--- src/rtl/traffic_light_ctrl_if.sv ---
// Lamp/command bundle between the intersection controller and its environment.
// The master side drives the tick, pedestrian button and maintenance request.
// The slave side (the controller) drives the lamp outputs and debug phase.
interface traffic_light_ctrl_if;
  logic       tick_1hz;
  logic       ped_req;
  logic       flash;
  logic       ns_g;
  logic       ns_y;
  logic       ns_r;
  logic       ew_g;
  logic       ew_y;
  logic       ew_r;
  logic       walk;
  logic       ped_pending;
  logic [2:0] phase;

  modport master (
    output tick_1hz, ped_req, flash,
    input  ns_g, ns_y, ns_r, ew_g, ew_y, ew_r, walk, ped_pending, phase
  );

  modport slave (
    input  tick_1hz, ped_req, flash,
    output ns_g, ns_y, ns_r, ew_g, ew_y, ew_r, walk, ped_pending, phase
  );
endinterface

--- src/rtl/traffic_light_ctrl.sv ---
// Two-road intersection controller with programmable phase lengths, all-red
// clearance after each yellow, a latched pedestrian walk phase and a
// maintenance flashing-yellow mode. All timing advances on tick_1hz only.
module traffic_light_ctrl #(
  parameter int GREEN_TICKS  = 5,
  parameter int YELLOW_TICKS = 2,
  parameter int CLEAR_TICKS  = 1,
  parameter int WALK_TICKS   = 3,
  parameter int CNT_W        = 4
) (
  input  logic                 clk,
  input  logic                 reset,
  traffic_light_ctrl_if.slave  bus
);

  typedef enum logic [2:0] {
    NS_G   = 3'd0,
    NS_Y   = 3'd1,
    RED_NS = 3'd2,
    EW_G   = 3'd3,
    EW_Y   = 3'd4,
    RED_EW = 3'd5,
    WALK   = 3'd6,
    FLASH  = 3'd7
  } state_t;

  localparam logic [CNT_W-1:0] GREEN_LAST  = CNT_W'(GREEN_TICKS - 1);
  localparam logic [CNT_W-1:0] YELLOW_LAST = CNT_W'(YELLOW_TICKS - 1);
  localparam logic [CNT_W-1:0] CLEAR_LAST  = CNT_W'(CLEAR_TICKS - 1);
  localparam logic [CNT_W-1:0] WALK_LAST   = CNT_W'(WALK_TICKS - 1);

  state_t           state, state_nxt;
  logic [CNT_W-1:0] cnt, cnt_nxt;
  logic             ped_pending, ped_pending_nxt;
  logic             flash_on, flash_on_nxt;
  // 1: walk resumes at EW_G, 0: walk resumes at NS_G
  logic             resume_ew, resume_ew_nxt;

  // Terminal dwell count for the phase currently held in the state register.
  function automatic logic [CNT_W-1:0] last_count(input state_t s);
    case (s)
      NS_G, EW_G:     last_count = GREEN_LAST;
      NS_Y, EW_Y:     last_count = YELLOW_LAST;
      RED_NS, RED_EW: last_count = CLEAR_LAST;
      WALK:           last_count = WALK_LAST;
      default:        last_count = '0;
    endcase
  endfunction

  // State, dwell counter, pedestrian latch, flash phase and resume target.
  always_ff @(posedge clk) begin
    if (reset) begin
      state       <= NS_G;
      cnt         <= '0;
      ped_pending <= 1'b0;
      flash_on    <= 1'b0;
      resume_ew   <= 1'b0;
    end else begin
      state       <= state_nxt;
      cnt         <= cnt_nxt;
      ped_pending <= ped_pending_nxt;
      flash_on    <= flash_on_nxt;
      resume_ew   <= resume_ew_nxt;
    end
  end

  // Next-state logic: flash entry/exit outranks tick-driven advance.
  always_comb begin
    state_nxt       = state;
    cnt_nxt         = cnt;
    ped_pending_nxt = ped_pending | bus.ped_req;
    flash_on_nxt    = flash_on;
    resume_ew_nxt   = resume_ew;

    if (state != FLASH && bus.flash) begin
      // A coincident tick is dropped: the counter restarts rather than advancing.
      state_nxt    = FLASH;
      cnt_nxt      = '0;
      flash_on_nxt = 1'b1;
    end else if (state == FLASH) begin
      if (!bus.flash) begin
        // Leave through an all-red clearance so service restarts at NS_G.
        state_nxt = RED_EW;
        cnt_nxt   = '0;
      end else if (bus.tick_1hz) begin
        flash_on_nxt = ~flash_on;
      end
    end else if (bus.tick_1hz) begin
      if (cnt == last_count(state)) begin
        cnt_nxt = '0;
        case (state)
          NS_G: state_nxt = NS_Y;
          NS_Y: state_nxt = RED_NS;
          RED_NS: begin
            // Decision uses the registered latch, so a request arriving on
            // this very tick waits for the next red exit.
            if (ped_pending) begin
              state_nxt       = WALK;
              resume_ew_nxt   = 1'b1;
              ped_pending_nxt = 1'b0;
            end else begin
              state_nxt = EW_G;
            end
          end
          EW_G: state_nxt = EW_Y;
          EW_Y: state_nxt = RED_EW;
          RED_EW: begin
            if (ped_pending) begin
              state_nxt       = WALK;
              resume_ew_nxt   = 1'b0;
              ped_pending_nxt = 1'b0;
            end else begin
              state_nxt = NS_G;
            end
          end
          WALK:    state_nxt = resume_ew ? EW_G : NS_G;
          default: state_nxt = NS_G;
        endcase
      end else begin
        cnt_nxt = cnt + 1'b1;
      end
    end
  end

  // Moore lamp decode straight from the state register.
  always_comb begin
    bus.ns_g        = 1'b0;
    bus.ns_y        = 1'b0;
    bus.ns_r        = 1'b0;
    bus.ew_g        = 1'b0;
    bus.ew_y        = 1'b0;
    bus.ew_r        = 1'b0;
    bus.walk        = 1'b0;
    bus.ped_pending = ped_pending;
    bus.phase       = state;
    case (state)
      NS_G: begin
        bus.ns_g = 1'b1;
        bus.ew_r = 1'b1;
      end
      NS_Y: begin
        bus.ns_y = 1'b1;
        bus.ew_r = 1'b1;
      end
      EW_G: begin
        bus.ew_g = 1'b1;
        bus.ns_r = 1'b1;
      end
      EW_Y: begin
        bus.ew_y = 1'b1;
        bus.ns_r = 1'b1;
      end
      RED_NS, RED_EW: begin
        bus.ns_r = 1'b1;
        bus.ew_r = 1'b1;
      end
      WALK: begin
        bus.ns_r = 1'b1;
        bus.ew_r = 1'b1;
        bus.walk = 1'b1;
      end
      default: begin
        bus.ns_y = flash_on;
        bus.ew_y = flash_on;
      end
    endcase
  end

endmodule
--- src/flat_wrapper.sv ---
// flat-port wrapper written by rule: the top's interface ports become plain ports
module traffic_light_ctrl_flat 
#(
  parameter int GREEN_TICKS  = 5,
  parameter int YELLOW_TICKS = 2,
  parameter int CLEAR_TICKS  = 1,
  parameter int WALK_TICKS   = 3,
  parameter int CNT_W        = 4
)
  (clk, reset, bus_tick_1hz, bus_ped_req, bus_flash, bus_ns_g, bus_ns_y, bus_ns_r, bus_ew_g, bus_ew_y, bus_ew_r, bus_walk, bus_ped_pending, bus_phase);
  traffic_light_ctrl_if bus_i ();
  input  logic clk;
  input  logic reset;
  input wire logic [$bits(bus_i.tick_1hz)-1:0] bus_tick_1hz;
  input wire logic [$bits(bus_i.ped_req)-1:0] bus_ped_req;
  input wire logic [$bits(bus_i.flash)-1:0] bus_flash;
  output wire logic [$bits(bus_i.ns_g)-1:0] bus_ns_g;
  output wire logic [$bits(bus_i.ns_y)-1:0] bus_ns_y;
  output wire logic [$bits(bus_i.ns_r)-1:0] bus_ns_r;
  output wire logic [$bits(bus_i.ew_g)-1:0] bus_ew_g;
  output wire logic [$bits(bus_i.ew_y)-1:0] bus_ew_y;
  output wire logic [$bits(bus_i.ew_r)-1:0] bus_ew_r;
  output wire logic [$bits(bus_i.walk)-1:0] bus_walk;
  output wire logic [$bits(bus_i.ped_pending)-1:0] bus_ped_pending;
  output wire logic [$bits(bus_i.phase)-1:0] bus_phase;
  assign bus_i.tick_1hz = bus_tick_1hz;
  assign bus_i.ped_req = bus_ped_req;
  assign bus_i.flash = bus_flash;
  assign bus_ns_g = bus_i.ns_g;
  assign bus_ns_y = bus_i.ns_y;
  assign bus_ns_r = bus_i.ns_r;
  assign bus_ew_g = bus_i.ew_g;
  assign bus_ew_y = bus_i.ew_y;
  assign bus_ew_r = bus_i.ew_r;
  assign bus_walk = bus_i.walk;
  assign bus_ped_pending = bus_i.ped_pending;
  assign bus_phase = bus_i.phase;
  traffic_light_ctrl #(.GREEN_TICKS(GREEN_TICKS), .YELLOW_TICKS(YELLOW_TICKS), .CLEAR_TICKS(CLEAR_TICKS), .WALK_TICKS(WALK_TICKS), .CNT_W(CNT_W)) u_core (.clk(clk), .reset(reset), .bus(bus_i));
endmodule
--- config.mk ---
export PLATFORM = sky130hd
export DESIGN_NAME = traffic_light_ctrl_flat
export DESIGN_NICKNAME = d
export VERILOG_FILES = /design/src/rtl/traffic_light_ctrl_if.sv /design/src/rtl/traffic_light_ctrl.sv /design/src/flat_wrapper.sv
export SDC_FILE = /design/constraint.sdc
export NUM_CORES = 1
export LEC_CHECK = 0
export CAP_MARGIN = 20
export CORE_MARGIN = 1
export CORE_UTILIZATION = 43
export DETAILED_ROUTE_END_ITERATION = 8
export PLACE_DENSITY_LB_ADDON = 0.05
export SLEW_MARGIN = 15
export SYNTH_ARGS = -nofsm -noshare
export SYNTH_HDL_FRONTEND = slang
export SYNTH_SLANG_ARGS = --single-unit
--- constraint.sdc ---
create_clock -name clk -period 2.2 [get_ports clk]
set_clock_uncertainty 0.1 [all_clocks]
set_input_delay 0.33 -clock clk [delete_from_list [all_inputs] [get_ports clk]]
set_output_delay 0.33 -clock clk [all_outputs]
set_load 0.005 [all_outputs]
* After elaboration in Yosys (flattened, before gate mapping)
Cells that the tools add are included.
** Storage, ports and cells
- Output and inout bits :: 11
- Bits in registers :: 10
- Bits of input ports :: 5
- Logic and storage cells :: 81
** Cells by class
- Bitwise gates (word level) :: 4
- Reductions and logical operators :: 21
- Equality and inequality tests :: 13
- Add/sub/neg operators :: 1
- Muxes and demuxes :: 37
** Operator list (count)
- 4-bit 2-to-1 mux :: 7
- 3-bit 2-to-1 mux :: 7
- 3-bit one-hot mux with 7 select lines :: 1
- 1-bit 2-to-1 mux :: 17
- 3-bit == test (second input constant) :: 4
- 6-bit OR reduction :: 2
- 2-bit nonzero test :: 5
- 5-bit OR reduction :: 2
- 3-bit one-hot mux with 3 select lines :: 1
- 2-bit OR reduction :: 4
- 7-bit AND reduction :: 1
- 3-bit by 2-bit == test with 1-bit output (second input constant) :: 2
- 1-bit one-hot mux with 2 select lines :: 3
- 3-bit AND reduction :: 2
- 3-bit nonzero test :: 2
- 4-bit by 1-bit adder with 4-bit output (second input constant) :: 1
- 4-bit == test :: 1
- 2-bit by 1-bit != test with 1-bit output (second input constant) :: 2
- 3-bit by 1-bit == test with 1-bit output (second input constant) :: 1
- 3-bit zero test :: 1
- 3-bit by 2-bit != test with 1-bit output (second input constant) :: 1
- 3-bit != test (second input constant) :: 1
- 1-bit inverter :: 3
- 2-bit 2-to-1 mux :: 1
- 4 further kinds :: 4

* Logic depth before layout (Yosys ltp)
Gate-level depths: netlist (run 1).
- Depth in word-level cells :: 11
- Gate-level depth with buffers :: 7
- Mapped depth without buffers :: 5

* Worst setup path after synthesis (run 1)
No wires, ideal clock.
- Path type :: flip-flop to flip-flop
- From :: register u_core.state[0] (netlist: u_core.bus.phase[0])
- To :: register u_core.state[0] (netlist: u_core.bus.phase[0])
- Path buffers :: 1
- Setup slack :: 0.270 ns
- Cell stages (with the launch flop) :: 7
- Library setup time :: 0.138 ns
- Clock period less this slack :: 1.930 ns
- Data required time :: 1.962 ns
- Data arrival time :: 1.691 ns
- Cell sequence :: dfxtp_1 -> buf_6 -> nand2b_1 -> or4b_1 -> o31a_2 -> a2111oi_0 -> a2111oi_1
** Between the ends
- Cells in the longest elaborated chain, start to end :: 9
- Elaborated cells on any way between the ends :: 26
- Those cells by class :: eq/ne: 10; mux: 9; reduce/logical: 7
** Ends and longest elaborated chain
- start, declared :: line traffic_light_ctrl.sv:32 : state_t state, state_nxt;
- start signal, assigned :: line traffic_light_ctrl.sv:59 : state <= state_nxt;
- 3-bit == test, or another cell as far along :: line traffic_light_ctrl.sv:41, traffic_light_ctrl.sv:91
- 2-bit OR reduction :: line traffic_light_ctrl.sv:41 : case (s)
- 3-bit one-hot mux with 3 select lines :: line traffic_light_ctrl.sv:41
- 4-bit 2-to-1 mux :: line traffic_light_ctrl.sv:88 : end else if (bus.tick_1hz) begin
- 4-bit 2-to-1 mux :: line traffic_light_ctrl.sv:80 : end else if (state == FLASH) begin
- 4-bit 2-to-1 mux :: line traffic_light_ctrl.sv:75 : if (state != FLASH && bus.flash) begin
- 4-bit == test :: line traffic_light_ctrl.sv:89 : if (cnt == last_count(state)) begin
- 3-bit nonzero test (no line)
- 3-bit AND reduction (no line)
Several ways; a longest one is shown, not always the timed one. The select of a mux whose other input is x is not followed.
A chain may end at the register's enable or synchronous reset.

* Worst setup path after layout (run 1)
- From :: register u_core.state[0] (netlist: u_core.bus.phase[0])
- To :: output port bus_ns_r
** Between the ends
- Cells in the longest elaborated chain, start to end :: 3
- Elaborated cells on any way between the ends :: 7
- Those cells by class :: eq/ne: 5; mux: 1; reduce/logical: 1
** Ends and longest elaborated chain
- 3-bit by 2-bit == test with 1-bit output or 3-bit == test (tied branches) :: line traffic_light_ctrl.sv:136 : case (state)
- 5-bit OR reduction (no line) (*)
- 1-bit 2-to-1 mux (*) :: line traffic_light_ctrl.sv:136
- end, declared :: line flat_wrapper.sv:19 : output wire logic [$bits(bus_i.ns_r)-1:0] bus_ns_r;
Mark *: on every way between the ends. The rest lies on a longest branch, timed or not.

==> results of run 1 <==
==> flip-flops by register name (all words and copies together) (netlist names) <==
register	cells
u_core.flash_on	1
u_core.bus.ped_pending	1
u_core.cnt	4
u_core.bus.phase	3
u_core.resume_ew	1
==> cell usage in the layout (no fill, tap or decap), types with 2 or more instances in the layout <==
cell type	Yosys	routed
clkdlybuf4s50_1	0	15
nor2_1	13	13
a21oi_1	10	10
dfxtp_1	10	8
buf_4	0	6
inv_1	5	5
and3_1	4	4
a2111oi_0	5	4
o21ai_0	4	4
nand2_1	3	3
nor3_1	3	3
xnor2_1	3	3
nand3_1	3	3
mux2i_1	3	3
a2111oi_1	2	3
clkbuf_4	0	3
o21a_1	2	2
nand2b_1	2	2
a21boi_0	2	2
o22ai_1	2	2
nand3b_1	2	2
xor2_1	2	2
dfxtp_4	0	2
==> cell type report <==
| type | instances | area [sq um] |
|---|---|---|
| tap | 16 | 20.0 |
| fill | 150 | 592 |
| inverter | 5 | 18.8 |
| sequential | 10 | 208 |
| timing repair buffer | 22 | 206 |
| clock buffer | 3 | 22.5 |
| multi-input combinational | 76 | 492 |
==> per-layer routing <==
layer,track usage,vias up,wire (um)
li1,-,403,-
met1,0.289,364,849
met2,0.331,14,737
met3,0.0125,5,50
met4,0.113,0,38
met5,0,-,0
==> cell usage after synthesis, types with 3 or more instances <==
cell type  number
inv_1           5
a2111oi_0       5
mux2i_1         3
nand3_1         3
o21ai_0         4
and3_1          4
nor2_1         13
nor3_1          3
a21oi_1        10
xnor2_1         3
clkbuf_1        5
dfxtp_1        10
nand2_1         3
==> power by group through the flow <==
| stage | logic, mW | clock network (mW) | registers, mW |
|---|---|---|---|
| final | 0.463 | 0.122 | 0.249 |
| after global routing | 0.515 | 0.135 | 0.257 |
| after CTS | 0.450 | 0.125 | 0.244 |
| after detailed placement | 0.447 | 0 | 0.247 |
| after global placement | 0.443 | 0 | 0.247 |
| after floorplan | 0.283 | 0 | 0.231 |
==> worst min-delay path: cells and delay by family, from the launching register on <==
kind / cells / cell delay [ps]
DFF: 1 / 320
buffers and inverters: 1 / 50
AOI/OAI and AO/OA: 1 / 50
==> final timing paths <==
kind / cells after the start / from / to
min reg2reg: 2 / u_core.resume_ew / u_core.resume_ew
min: 2 / u_core.resume_ew / u_core.resume_ew
max: 5 / u_core.bus.phase[0] / bus_ns_r
max reg2reg: 5 / u_core.bus.phase[2] / u_core.resume_ew
==> kinds of logic (layout without fill, tap and decap cells) <==
logic type               after synthesis  in the layout
flip-flops                            10             10
AND/OR/NAND/NOR                       35             35
AO/OA/AOI/OAI                         32             32
buffers and inverters                 13             30
multiplexers                           3              3
XOR/XNOR                               5              5
adder cells (fa/ha/maj)                1              1
==> what timing repair did <==
item                                    in CTS  in global routing
gates resized for setup                      1                  6
buffers inserted                             0                  0
endpoints found under the setup margin       2                  7
==> impl_metrics.yaml, run 1 <==
status:
  status: "finished, violations left"
  violations: "design-rule violations"
power:
  p_total_uw: 834
  intPower_uw: 521
  pwr-share-comb: 0.555
  power_frac_clock: 0.146
  sw_frac_of_total: 0.376
  power_density_nw_per_um2: 862
  irDropWorstVdd_mv: 0.544
  switchingPower_uw: 313
  pwr-share-seq: 0.299
  p_leak_nw: 0.367
floorplan:
  fp.coreArea_sq_um: 1560
  dieArea_sq_um: 1900
  fp-row-count: 14
  die_h_um: 43.6
  die_w_um: 43.6
  io_pins: 16
  start_util: 0.478
logic_synthesis:
  synth_seq_cells: 10
  netlist_instances: 99
  synth_seq_area_share: 0.268
  ys_dominant_reg_cell: "dfxtp_1"
  synthAdderAreaFrac: 0.0168
  synthMuxAreaShare: 0.0403
  syn_avg_cell_area_sq_um: 7.53
  yosys.area.top_type: "dfxtp_1"
  postSynth.asyncResetShare: 0
  syn_area_sq_um: 746
  synth_top_family_by_area: "compound AO/OA/AOI/OAI gates"
  synth-simple-area-share: 0.245
  synthXorXnorAreaFrac: 0.0587
  synth_compound_area_frac: 0.292
  synthTopCellsByArea: "dfxtp_1 (27%), a21oi_1 (6.7%), nor2_1 (6.5%)"
  ys.warnings.count: 0
  synth_edf_count: 0
  netlist.area_leader.share: 0.268
  synth_cell_types: 32
  syn_nets: 105
setup_path:
  end_kind: "output pin"
  cp-start-kind: "flop"
  cpPeakStageDelay_ps: 440
  cpMostUsedCell: "nor2_1"
  regToRegSetupSlack_ps: 220
  crit_family: "buffers and inverters"
  worst-path-buf-inv: 2
  crit_slowest_cell: "clkdlybuf4s50_1"
  setup.worst_path.class: "flop to output pin"
  worstPathCellList: "buf_4 -> nand2_1 -> nor2_1 -> nor2_1 -> clkdlybuf4s50_1"
  required_ps: 1770
  cp.arrival_ps: 1650
  path_max_fanout: 10
worst_hold_path:
  holdCritPathClass: "flop to flop"
cells_and_area:
  final_area_sq_um: 967
  layout.nets: 124
  fin_util: 0.620
  area_growth_pct: 29.7
  antennaDiodeCount: 0
  drive_gt1_frac: 0.121
  fin_cells: 132
route:
  wirelength_um: 1680
  drt-vias-per-instance: 5.95
  final_antenna_net_count: 0
  firstDrtPassIters: 7
  vias: 786
  route.detailed.drc: 2
  routedWlPerCell_um: 12.7
  drtIter0Drc: 17
sta:
  rsz0062_at_grt: "no"
  whs_ps: 376
  setup_slack_ps: 123
  max_slew.worst_pin.slew_ps: 418
  slew_violations: 0
  min_period_ps: 2080
  hold_viol: 0
  post-route-period-util: 0.944
  fin_tns_setup_ps: 0
  max_freq_mhz: 481
  relSlewSlack: 0.714
  finalSetupViolations: 0
placement:
  dp.cells: 129
  globalplace.congestion: 0.817
  placed_area_sq_um: 928
  numPortBuffers: 15
  post-place-ws_ps: -134
  hpwl_um: 1270
clock_tree:
  cts_buffers: 3
  cts.sinks: 10
  cts_hold_buf: 0
  cts_max_level: 1
  clkTransAtPathRegs_ps: 60
  clockBufferDepth: 2
  cts_tree: "built"
  clk-insertion-delay-late_ps: 260
  cts-root-buf: "clkbuf_4"
flow_run:
  drv_cap: 0
global_routing:
  groute.usage.overall: 0.211
  grt_pass1_wl_um: 3010
  grt_pass1_vias: 694
  grt_max_degree: 13
  grt_antenna_before_repair: 0
  overflow: 0
Note: power is estimated with default switching activity, not from simulation.
==> run 2, diff against run 1 <==
- ABC_AREA: default -> 1
- CORE_MARGIN: 1 -> 4
==> impl_metrics.yaml, run 2 <==
worst_hold_path:
  holdCritPathClass: "flop to flop"
power:
  p_leak_nw: 0.477
  p_total_uw: 631
  irDropWorstVdd_mv: 0.389
  power_density_nw_per_um2: 610
setup_path:
  path_max_fanout: 6
  cp.arrival_ps: 1690
  end_kind: "output pin"
  cpPeakStageDelay_ps: 540
  crit_slowest_cell: "clkdlybuf4s50_1"
  required_ps: 1770
  cp-start-kind: "flop"
  worstPathCellList: "buf_6 -> nor2_8 -> a21oi_1 -> clkdlybuf4s50_1"
  setup.worst_path.class: "flop to output pin"
route:
  vias: 821
  drtIter0Drc: 26
  firstDrtPassIters: 4
  final_antenna_net_count: 0
  route.detailed.drc: 0
  wirelength_um: 1810
  drt-vias-per-instance: 5.04
  routedWlPerCell_um: 11.1
floorplan:
  start_util: 0.465
  die_w_um: 51.7
  fp-row-count: 15
  fp.coreArea_sq_um: 1760
  dieArea_sq_um: 2670
  die_h_um: 51.7
  io_pins: 16
clock_tree:
  clockBufferDepth: 2
  clkTransAtPathRegs_ps: 80
  cts_tree: "built"
  cts-root-buf: "clkbuf_4"
  clk-insertion-delay-late_ps: 270
  cts.sinks: 10
  cts_max_level: 1
  cts_buffers: 3
global_routing:
  grt_max_degree: 10
  overflow: 0
  grt_pass1_vias: 739
  groute.usage.overall: 0.153
  grt_antenna_before_repair: 0
  grt_pass1_wl_um: 3080
logic_synthesis:
  netlist.area_leader.share: 0.244
  synth_common_cells: "nand2_1 (24), inv_1 (15), dfxtp_1 (10)"
  synth_seq_area_share: 0.244
  synthTopCellsByArea: "dfxtp_1 (24%), nand2_1 (11%), inv_1 (6.9%)"
  postSynth.asyncResetShare: 0
  synth_seq_cells: 10
  synth_edf_count: 0
  yosys.area.top_type: "dfxtp_1"
  ys.warnings.count: 0
  syn_nets: 125
  syn_avg_cell_area_sq_um: 6.90
  syn_area_sq_um: 821
  netlist_instances: 119
  ys_dominant_reg_cell: "dfxtp_1"
  yosysMostFrequentCell: "nand2_1"
  synth_cell_types: 27
placement:
  dp.cells: 159
  numPortBuffers: 15
  hpwl_um: 1490
  globalplace.congestion: 0.829
cells_and_area:
  largest_reg_flops: 4
  drive_gt1_frac: 0.246
  antennaDiodeCount: 0
  area_growth_pct: 26.1
  layout_common_cells: "nand2_1 (23), inv_1 (15), clkdlybuf4s50_1 (15)"
  fin_cells: 163
  regMostFlops: "u_core.cnt"
  fin_util: 0.587
  layout.nets: 145
  final_common_cell: "nand2_1"
sta:
  min_period_ps: 2120
  rsz0062_at_grt: "yes"
  max_slew.worst_pin.slew_ps: 248
  slew_violations: 0
  post-route-period-util: 0.961
  finalSetupViolations: 0
  fin_tns_setup_ps: 0
  max_freq_mhz: 473
  relSlewSlack: 0.834
  hold_viol: 0
status:
  status: "complete, no violations"
flow_run:
  drv_cap: 0
-- run 2: cell count changes in the layout (fill, tap and decap cells not counted), moves of 4 or more --
| cell | before | now |
|---|---|---|
| nor2_1 | 13 | 7 |
| nand3_2 | 0 | 4 |
| a2111oi_0 | 4 | 0 |
| inv_2 | 0 | 4 |
| and3_1 | 4 | 0 |
| nand2_1 | 3 | 23 |
| inv_1 | 5 | 15 |
| buf_4 | 6 | 2 |
| nand3_1 | 3 | 7 |
| nand2_2 | 0 | 9 |
-- run 2: worst max-delay path: cells and delay by family (launching register included) --
family,cells,cell delay (ps)
buffers and inverters,2,730
DFF,1,440
AOI/OAI and AO/OA,1,200
and+or+nand+nor,1,50
-- run 2: power by group --
part	total, mW	internal [mW]	switching, mW
Sequential	0.212	0.194	0.0180
Combinational	0.248	0.112	0.136
Clock	0.171	0.101	0.0707
Total	0.631	0.406	0.225
-- run 2: cells by family (layout without fill, tap and decap cells) --
group / Yosys count / after routing / synth area share
DFF: 10 / 10 / 0.244
adders and majority gates: 1 / 1 / 0.0152
xor gates and xnor gates: 1 / 1 / 0.0107
AOI/OAI and AO/OA: 19 / 19 / 0.123
and+or+nand+nor: 65 / 65 / 0.471
buffers and inverters: 23 / 42 / 0.136
-- run 2: path summary, 6_finish.rpt --
path                                     startpoint             endpoint  slack, ps  cells past startpoint
worst max-delay path            u_core.bus.phase[0]             bus_ew_r         80                      4
worst min-delay path               u_core.resume_ew     u_core.resume_ew        390                      2
worst max register to register  u_core.bus.phase[2]  u_core.bus.phase[2]        460                     12
worst min register to register     u_core.resume_ew     u_core.resume_ew        390                      2
-- run 2: timing repair --
action | 4_1_cts | 5_1_grt
setup buffers | 0 | 0
setup endpoints to repair | 0 | 4
hold buffers | 0 | 0
resized for setup | 0 | 3
-- run 2: per-layer routing --
metal / track usage / vias up / wire (um)
li1: - / 423 / -
met1: 0.187 / 367 / 824
met2: 0.250 / 23 / 836
met3: 0.0516 / 8 / 92
met4: 0.0524 / 0 / 59
met5: 0 / - / 0
-- run 2: final cells by class --
cell class                      instances  area (sq um)
Clock buffer                            4          36.3
Fill cell                             185           729
Inverter                               20          77.6
Multi-Input combinational cell         86           512
Sequential cell                        10           201
Tap cell                               25          31.3
Timing Repair Buffer                   18           176
-- run 2: metrics by stage --
stage	hold WS, ps	setup slack [ps]	instance area, sq um
5_1_grt	402	-10.9	1030
6_report	386	84.7	1030
3_5_place_dp	369	307	991
2_1_floorplan	299	772	821
4_1_cts	380	3.11	1030
3_3_place_gp	355	338	991
